--- src/rtl/bascomp_pkg.sv ---
// Shared definitions for the basic-computer register-op datapath.
// Latency: n/a (types and constants only).
// Backpressure: n/a.
package bascomp_pkg;

  localparam int WIDTH_DEF = 16;

  localparam logic [2:0] OP_NOP = 3'd0;
  localparam logic [2:0] OP_CLE = 3'd1;
  localparam logic [2:0] OP_CME = 3'd2;
  localparam logic [2:0] OP_CIR = 3'd3;
  localparam logic [2:0] OP_CIL = 3'd4;
  localparam logic [2:0] OP_ADD = 3'd5;
  localparam logic [2:0] OP_SZE = 3'd6;

  typedef enum logic [1:0] {
    ST_IDLE  = 2'd0,
    ST_ISSUE = 2'd1,
    ST_CHECK = 2'd2
  } state_t;

endpackage

--- src/rtl/e_op_alu.sv ---
// Combinational E/AC result for one register op: new E, new AC and write requests.
// Latency: zero (pure combinational).
// Backpressure: none; caller decides when the results are used.
module e_op_alu
  import bascomp_pkg::*;
#(
  parameter int WIDTH = WIDTH_DEF
) (
  input  logic [2:0]       op,
  input  logic [WIDTH-1:0] ac,
  input  logic [WIDTH-1:0] dr,
  input  logic             old_e,
  output logic             new_e,
  output logic [WIDTH-1:0] ac_out,
  output logic             ac_ld_req,
  output logic             ff_wr_req
);

  logic [WIDTH:0] sum;

  // Decode the op into the new E bit, the new AC and which registers get written.
  always_comb begin
    sum       = {1'b0, ac} + {1'b0, dr};
    new_e     = old_e;
    ac_out    = '0;
    ac_ld_req = 1'b0;
    ff_wr_req = 1'b0;
    case (op)
      OP_CLE: begin
        new_e     = 1'b0;
        ff_wr_req = 1'b1;
      end
      OP_CME: begin
        new_e     = ~old_e;
        ff_wr_req = 1'b1;
      end
      OP_CIR: begin
        new_e     = ac[0];
        ac_out    = {old_e, ac[WIDTH-1:1]};
        ff_wr_req = 1'b1;
        ac_ld_req = 1'b1;
      end
      OP_CIL: begin
        new_e     = ac[WIDTH-1];
        ac_out    = {ac[WIDTH-2:0], old_e};
        ff_wr_req = 1'b1;
        ac_ld_req = 1'b1;
      end
      OP_ADD: begin
        new_e     = sum[WIDTH];
        ac_out    = sum[WIDTH-1:0];
        ff_wr_req = 1'b1;
        ac_ld_req = 1'b1;
      end
      default: begin
        new_e = old_e;
      end
    endcase
  end

endmodule

--- src/rtl/e_flag_writer.sv ---
// Write-side controller for the E flip-flop: runs one E-affecting op, strobes ff/AC, verifies read-back.
// Latency: accept at edge N, strobes in cycle N+1, done in cycle N+2; next accept at edge N+3 earliest.
// Backpressure: cmd_ready only in IDLE; cmd_valid while busy is ignored, never queued.
module e_flag_writer
  import bascomp_pkg::*;
#(
  parameter int WIDTH    = WIDTH_DEF,
  parameter bit CHECK_EN = 1'b1
) (
  input  logic             clk,
  input  logic             reset,
  input  logic             cmd_valid,
  input  logic [2:0]       cmd_op,
  output logic             cmd_ready,
  input  logic [WIDTH-1:0] ac_in,
  input  logic [WIDTH-1:0] dr_in,
  input  logic             e_q,
  output logic             e_indata,
  output logic             e_clr,
  output logic             ff_en,
  output logic [WIDTH-1:0] ac_out,
  output logic             ac_ld,
  output logic             skip,
  output logic             done,
  output logic             wr_err
);

  state_t           state_q, state_d;
  logic [2:0]       op_q, op_d;
  logic [WIDTH-1:0] ac_q, ac_d;
  logic [WIDTH-1:0] dr_q, dr_d;
  logic             old_e_q, old_e_d;
  logic             wr_err_q, wr_err_d;

  logic             alu_new_e;
  logic [WIDTH-1:0] alu_ac_out;
  logic             alu_ac_ld_req;
  logic             alu_ff_wr_req;

  // Operands stay latched through CHECK, so the ALU also supplies the expected E for read-back.
  e_op_alu #(.WIDTH(WIDTH)) u_alu (
    .op        (op_q),
    .ac        (ac_q),
    .dr        (dr_q),
    .old_e     (old_e_q),
    .new_e     (alu_new_e),
    .ac_out    (alu_ac_out),
    .ac_ld_req (alu_ac_ld_req),
    .ff_wr_req (alu_ff_wr_req)
  );

  // Next-state: accept in IDLE, one cycle each in ISSUE and CHECK, sticky read-back error.
  always_comb begin
    state_d  = state_q;
    op_d     = op_q;
    ac_d     = ac_q;
    dr_d     = dr_q;
    old_e_d  = old_e_q;
    wr_err_d = wr_err_q;
    case (state_q)
      ST_IDLE: begin
        if (cmd_valid) begin
          op_d    = cmd_op;
          ac_d    = ac_in;
          dr_d    = dr_in;
          old_e_d = e_q;
          state_d = ST_ISSUE;
        end
      end
      ST_ISSUE: begin
        state_d = ST_CHECK;
      end
      ST_CHECK: begin
        state_d = ST_IDLE;
        if (CHECK_EN && alu_ff_wr_req && (e_q != alu_new_e)) begin
          wr_err_d = 1'b1;
        end
      end
      default: begin
        state_d = ST_IDLE;
      end
    endcase
  end

  // State and operand registers; reset drops any in-flight op.
  always_ff @(posedge clk) begin
    if (reset) begin
      state_q  <= ST_IDLE;
      op_q     <= OP_NOP;
      ac_q     <= '0;
      dr_q     <= '0;
      old_e_q  <= 1'b0;
      wr_err_q <= 1'b0;
    end else begin
      state_q  <= state_d;
      op_q     <= op_d;
      ac_q     <= ac_d;
      dr_q     <= dr_d;
      old_e_q  <= old_e_d;
      wr_err_q <= wr_err_d;
    end
  end

  // Strobes exist only in ISSUE; completion and skip only in CHECK.
  always_comb begin
    cmd_ready = (state_q == ST_IDLE);
    ff_en     = 1'b0;
    e_clr     = 1'b0;
    e_indata  = 1'b0;
    ac_ld     = 1'b0;
    ac_out    = '0;
    done      = 1'b0;
    skip      = 1'b0;
    wr_err    = wr_err_q;
    if (state_q == ST_ISSUE) begin
      ff_en    = alu_ff_wr_req;
      e_clr    = (op_q == OP_CLE);
      e_indata = alu_ff_wr_req & alu_new_e;
      ac_ld    = alu_ac_ld_req;
      ac_out   = alu_ac_ld_req ? alu_ac_out : '0;
    end
    if (state_q == ST_CHECK) begin
      done = 1'b1;
      skip = (op_q == OP_SZE) && !old_e_q;
    end
  end

endmodule
--- config.mk ---
export PLATFORM = sky130hd
export DESIGN_NAME = e_flag_writer
export DESIGN_NICKNAME = d
export VERILOG_FILES = /design/src/rtl/bascomp_pkg.sv /design/src/rtl/e_op_alu.sv /design/src/rtl/e_flag_writer.sv
export SDC_FILE = /design/constraint.sdc
export NUM_CORES = 1
export LEC_CHECK = 0
export CORE_MARGIN = 5
export CORE_UTILIZATION = 50
export CTS_CLUSTER_DIAMETER = 200
export CTS_CLUSTER_SIZE = 8
export DETAILED_ROUTE_END_ITERATION = 10
export PLACE_DENSITY = 0.79
export RECOVER_POWER = 25
export SYNTH_ARGS = -nofsm -noshare
export SYNTH_HDL_FRONTEND = slang
export SYNTH_SLANG_ARGS = --single-unit
--- constraint.sdc ---
create_clock -name clk -period 3.55 [get_ports clk]
set_input_delay 0.71 -clock clk [delete_from_list [all_inputs] [get_ports clk]]
set_output_delay 0.71 -clock clk [all_outputs]
set_load 0.01 [all_outputs]
==> flow_metrics.tcl, run 1 <==
set metrics [dict create \
    synth_cells 347 \
    slew_viol_final 41 \
    portBuffers 62 \
    crit_type "flip-flop to output pin" \
    clk_pin_slew_ps 80 \
    dp_hpwl_mm 5.03 \
    synth_nets 403 \
    dieArea_sq_um 6620 \
    met2_usage_pct 37.9 \
    drv_cap 1 \
    fin_crit_ps 3390 \
    fin_crit_sh_pct 95.6 \
    firstDrtPassIters 5 \
    p_per_area_nw_per_um2 309 \
    hold_viol_final 0 \
    p_switching_uw 316 \
    violations "capacitance limit, slew limit" \
    tightest_slew_ps 1850 \
    ant_nets 0 \
    core-area_sq_um 5010 \
    end_kind "output pin" \
    drc 0 \
    clock_path_buffers 2 \
    cp.required_ps 2840 \
    leakage_nw 1.32 \
    power_switching_share_pct 29.9 \
    p_int_uw 741 \
    synth-edff-count 0 \
    crit_fanout 5 \
    setup-tns-final_ps 0 \
    area_delta_synth_final_pct 34.5 \
    p_clk_share_pct 30.9 \
    ios 63 \
    clock-sinks 39 \
    synth-main-ff-cell "dfxtp_1" \
    ys_warn_count 0 \
    total_power_mw 1.06 \
    fp.dieH_microns 81.3 \
    status "finished with violations" \
    pwr-share-comb_pct 22.4 \
    fin_worst_skew_ps 8.06 \
    ys_seq_area_share_pct 30.7 \
    cts.htree.levels 2 \
    peakVddDrop_uv 240 \
    seq_power_share_pct 46.7 \
    gr-total-overflow 0 \
    gp_congestion 0.884 \
    drt-total-wl_mm 6.95 \
    rows 26 \
    diodes 0 \
    drtIter0Drc 144 \
    holdCritPathClass "flip-flop to flip-flop" \
    fin_cells 480 \
    antenna_found_initial 0 \
    grt_max_degree 41 \
    wl_per_cell_microns 14.5 \
    top_usage_layer "met2" \
    vias 2654 \
    drive_gt1_share_pct 10.5 \
    clk_latency_ps 300 \
    finalSetupViolations 0 \
    syn_area_per_cell_sq_um 7.33 \
    grtUsageMet1_pct 28.1 \
    nNetsFinal 465 \
    initial_core_util_pct 50.8 \
    cts_root_buf "clkbuf_8" \
    synthArstFlopShare_pct 0 \
    rsz0062_at_grt "no" \
    cts_tree "built" \
    clock.fmax_mhz 295 \
    cts_hold_buf 0 \
    critical_path.startpoint_type "flip-flop" \
    grt_pass1_vias 2462 \
    grt_use_total_pct 22.0 \
    syn-cell-area_sq_um 2540 \
    dp.cells 469 \
    grt_first_pass_wirelength_mm 11.4 \
    cp_data_arrival_time_ps 2680 \
    fp.dieW_microns 81.3 \
    use_met3_pct 4.10 \
    timing.slew.headroom_pct -23.1 \
    viasPerCell 5.53 \
    yosysUniqueCellTypes 50 \
    ys_seq_elements 39 \
    cts_made_buffers 5 \
]
## power groups by stage
| stage | combinational [mW] | clock (mW) | sequential [mW] |
|---|---|---|---|
| after floorplan | 0.143 | 0 | 0.491 |
| after global placement | 0.222 | 0 | 0.500 |
| after detailed placement | 0.226 | 0 | 0.500 |
| after CTS | 0.234 | 0.331 | 0.492 |
| after global routing | 0.264 | 0.349 | 0.497 |
| final | 0.236 | 0.327 | 0.493 |
## stage by stage
stage | setup WS [ps] | area (sq um) | util, % | hold slack [ps]
floorplan | 698 | 2540 | - | 440
global placement | 123 | 3240 | 64.7 | 452
detailed placement | 82.8 | 3240 | 64.7 | 453
CTS | 11.9 | 3400 | 67.9 | 465
global route | 37.3 | 3420 | 68.3 | 489
finish | 157 | 3420 | 68.3 | 462
## final cells by class
class	instances	area [sq um]
Multi-Input combinational cell	282	1720
Clock inverter	2	16.3
Clock buffer	6	82.6
Tap cell	70	87.6
Timing Repair Buffer	72	693
Fill cell	462	1590
Sequential cell	39	785
Inverter	9	33.8
## critical path, cell delays in order (launching register included)
cell             delay (ps)
dfxtp_2                 380
ha_2                    320
a21o_1                  200
a31oi_2                 220
a21boi_1                120
o21a_1                  200
o21ai_1                 140
nand3b_1                 90
a21oi_1                 160
clkdlybuf4s50_1         560
## routing by layer
metal  vias up  wire [microns]
met5         -               0
met1      1223            3190
met2        80            3240
met4         0              85
met3        10             428
li1       1341               -
## cells by family (layout without fill, tap and decap cells)
group                    after synthesis  in the layout  synth area share [%]
multiplexers                           1              1                 0.393
AND/OR/NAND/NOR                      145            145                  26.2
XOR/XNOR                               7              7                  2.41
buffers and inverters                 26             89                  4.28
AO/OA/AOI/OAI                        112            112                  27.4
adder cells (fa/ha/maj)               17             17                  8.65
flip-flops                            39             39                  30.7
## registers in the layout, summed over array words and instances, names as in the netlist
signal and count:
wr_err 1, state_q 2, ac_q 16, op_q 3, dr_q 16, old_e_q 1
## what timing repair did
action                                  CTS  global route
buffers inserted                          2             1
resized for setup                        13             7
pin swaps                                 1             1
endpoints found under the setup margin    7             3
## final timing paths
| kind | cells after the start | end | startpoint | slack [ps] |
|---|---|---|---|---|
| max | 9 | ac_out[7] | ac_q[4]$_SDFFE_PP0P_ | 160 |
| min | 2 | dr_q[14]$_SDFFE_PP0P_ | dr_q[14]$_SDFFE_PP0P_ | 460 |
| max reg2reg | 12 | wr_err$_SDFFE_PP0P_ | ac_q[0]$_SDFFE_PP0P_ | 1120 |
| min reg2reg | 2 | dr_q[14]$_SDFFE_PP0P_ | dr_q[14]$_SDFFE_PP0P_ | 460 |
## synthesized netlist by cell type (2+ instances only)
cell,instances,area [sq um]
nand2_1,86,323
a21oi_1,55,275
dfxtp_1,39,781
nor2_1,19,71.3
ha_1,16,200
clkbuf_1,13,48.8
o21ai_0,13,65.1
a22oi_1,12,90.1
inv_1,9,33.8
nand2b_1,6,37.5
nand3_1,6,30.0
a21o_1,4,30.0
o22ai_1,4,25.0
or3_1,4,25.0
xnor2_1,4,35.0
a222oi_1,3,30.0
and2_4,3,26.3
buf_2,3,15.0
nor2b_1,3,18.8
o211ai_2,3,37.5
xor2_1,3,26.3
a21boi_0,2,15.0
a21oi_2,2,17.5
a31oi_1,2,12.5
and2_1,2,12.5
and3_1,2,12.5
nand3b_1,2,15.0
nor3_1,2,10.0
o21a_1,2,15.0
o21ai_1,2,10.0
o21ai_2,2,17.5
## cell usage in the layout (no fill, tap or decap), types with 5 or more instances in the layout
cell,netlist,final
nand2_1,86,86
a21oi_1,55,55
clkdlybuf4s50_1,0,55
dfxtp_1,39,36
nor2_1,19,19
a22oi_1,12,12
o21ai_0,13,12
ha_1,16,10
inv_1,9,9
buf_4,0,8
nand3_1,6,6
clkbuf_8,0,6
nand2b_1,6,5
dlygate4sd2_1,0,5
No activity file was read; power rests on OpenSTA's default activity.
==> run 2: changes to the inputs <==
--- a/config.mk
+++ b/config.mk
@@ -12,6 +12,7 @@
 export DETAILED_ROUTE_END_ITERATION = 10
 export PLACE_DENSITY = 0.79
 export RECOVER_POWER = 25
+export REMOVE_ABC_BUFFERS = 1
 export SYNTH_ARGS = -nofsm -noshare
 export SYNTH_HDL_FRONTEND = slang
 export SYNTH_SLANG_ARGS = --single-unit
==> flow_metrics.tcl, run 2 (synthesized netlist as in run 1, its figures left out) <==
set metrics [dict create \
    crit_type "flip-flop to output pin" \
    portBuffers 62 \
    finalSetupViolations 0 \
    timing.slew.headroom_pct -14.9 \
    rrSetupSlack_ps 1060 \
    vias 2660 \
    pre_cts_ws_ps 35.2 \
    firstDrtPassIters 5 \
    nNetsFinal 464 \
    r2r_end "wr_err$_SDFFE_PP0P_" \
    p_per_area_nw_per_um2 313 \
    setup_slack_ps 159 \
    initial_core_util_pct 50.8 \
    rr_startpoint "ac_q[0]$_SDFFE_PP0P_" \
    cts_tree "built" \
    hold_viol_final 0 \
    rows 26 \
    mostFrequentLayoutCell "nand2_1" \
    status "finished with violations" \
    fp.dieH_microns 81.3 \
    clock-sinks 39 \
    p_switching_uw 300 \
    drc 0 \
    drv_cap 1 \
    cp-startpoint "ac_q[0]$_SDFFE_PP0P_" \
    clock.fmax_mhz 295 \
    cp.required_ps 2840 \
    cpPeakStageDelay_ps 390 \
    hold_depth 2 \
    final_cell_mix "86 x nand2_1, 55 x a21oi_1, 53 x clkdlybuf4s50_1, 36 x dfxtp_1, 19 x nor2_1" \
    drt-total-wl_mm 6.77 \
    pwr-share-comb_pct 21.6 \
    tightest_slew_ps 1720 \
    drive_gt1_share_pct 9.78 \
    cts_root_buf "clkbuf_8" \
    antenna_found_initial 0 \
    fin_crit_ps 3390 \
    p_int_uw 751 \
    dp_hpwl_mm 4.87 \
    p_clk_share_pct 31.6 \
    crit_end "ac_out[6]" \
    cts.htree.levels 2 \
    gp_congestion 0.902 \
    grt_use_total_pct 21.4 \
    viasPerCell 5.55 \
    wl_per_cell_microns 14.1 \
    violations "capacitance limit, slew limit" \
    top_regs "ac_q x16, dr_q x16, op_q x3" \
    cp_data_arrival_time_ps 2680 \
    grt_first_pass_wirelength_mm 11.3 \
    dieArea_sq_um 6620 \
    fin_util_pct 67.1 \
    power_switching_share_pct 28.5 \
    r2r_cells 12 \
    fp.dieW_microns 81.3 \
    crit_chain "ha_2 -> inv_1 -> fa_1 -> nand2b_4 -> a21oi_2 -> o21ai_2 -> nor2b_1 -> xnor2_1 -> a222oi_1 -> nor2_1 -> dlygate4sd2_1" \
    cts_made_buffers 5 \
    leakage_nw 1.36 \
    end_kind "output pin" \
    crit_slowest_cell "fa_1" \
    fin_crit_sh_pct 95.5 \
    drtIter0Drc 168 \
    clock_path_buffers 2 \
    gr-total-overflow 0 \
    slew_viol_final 41 \
    total_power_mw 1.05 \
    diodes 0 \
    grt_pass1_vias 2478 \
    clk_latency_ps 290 \
    ant_nets 0 \
    seq_power_share_pct 46.9 \
    peakVddDrop_uv 230 \
    fin_worst_skew_ps 5.26 \
    cts_hold_buf 0 \
    clk_pin_slew_ps 70 \
    area_delta_synth_final_pct 32.1 \
    holdCritPathClass "flip-flop to flip-flop" \
    crit_fanout 4 \
    ios 63 \
    core-area_sq_um 5010 \
    num-fill-cells 485 \
    grt_max_degree 41 \
    critical_path.startpoint_type "flip-flop" \
]
==> run 2: area by class of cell <==
cell class              count  area [sq um]  area share (%)
multi-input cells         282          1680            50.0
inverters                   9          33.8            1.00
flip-flops and latches     39           785            23.3
repair buffers             71           676            20.1
clock buffers               8           100            2.98
well taps                  70          87.6            2.61
==> run 2: routing by layer <==
layer / global-route usage (%) / up-vias / share of wire (%)
li1: - / 1346 / -
met1: 27.4 / 1223 / 45
met2: 36.1 / 81 / 49
met3: 3.77 / 10 / 5.1
met4: 7.09 / 0 / 1.0
met5: 0 / - / 0
==> run 2: critical path, delay by kind of cell (launching register included) <==
kind,cells,cell delay (ps)
compound gates,3,590
fa+ha+maj,2,570
simple gates,3,390
flops,1,360
buf+inv,2,350
xor+xnor,1,130
==> run 2: how the worst min path moves through the flow <==
stage | slack [ps] | start | endpoint
2_1_floorplan | 430 | dr_q[0]$_SDFFE_PP0P_ | dr_q[0]$_SDFFE_PP0P_
3_3_place_gp | 450 | dr_q[11]$_SDFFE_PP0P_ | dr_q[11]$_SDFFE_PP0P_
3_5_place_dp | 460 | dr_q[2]$_SDFFE_PP0P_ | dr_q[2]$_SDFFE_PP0P_
4_1_cts | 470 | dr_q[2]$_SDFFE_PP0P_ | dr_q[2]$_SDFFE_PP0P_
5_1_grt | 490 | dr_q[8]$_SDFFE_PP0P_ | dr_q[8]$_SDFFE_PP0P_
6_report | 460 | dr_q[2]$_SDFFE_PP0P_ | dr_q[2]$_SDFFE_PP0P_
==> run 2: what timing repair did <==
action / CTS / global route
hold endpoints to repair: 0 / 0
resized for setup: 8 / 16
pin swaps: 1 / 2
buffers inserted: 1 / 2
setup endpoints to repair: 7 / 7
==> run 2: per-stage QoR <==
step	instances	hold WS [ps]	setup TNS [ps]	area (sq um)
after floorplan	330	434	0	2470
final	479	461	0	3360
after detailed placement	468	455	0	3220
after CTS	477	465	0	3320
after global routing	479	490	-2.33	3360
after global placement	468	450	0	3220
==> run 2: power by group through the flow <==
stage | logic, mW | clock network [mW] | registers [mW]
6_report | 0.227 | 0.332 | 0.492
5_1_grt | 0.253 | 0.353 | 0.496
4_1_cts | 0.223 | 0.334 | 0.491
3_5_place_dp | 0.222 | 0 | 0.501
3_3_place_gp | 0.217 | 0 | 0.500
2_1_floorplan | 0.132 | 0 | 0.492
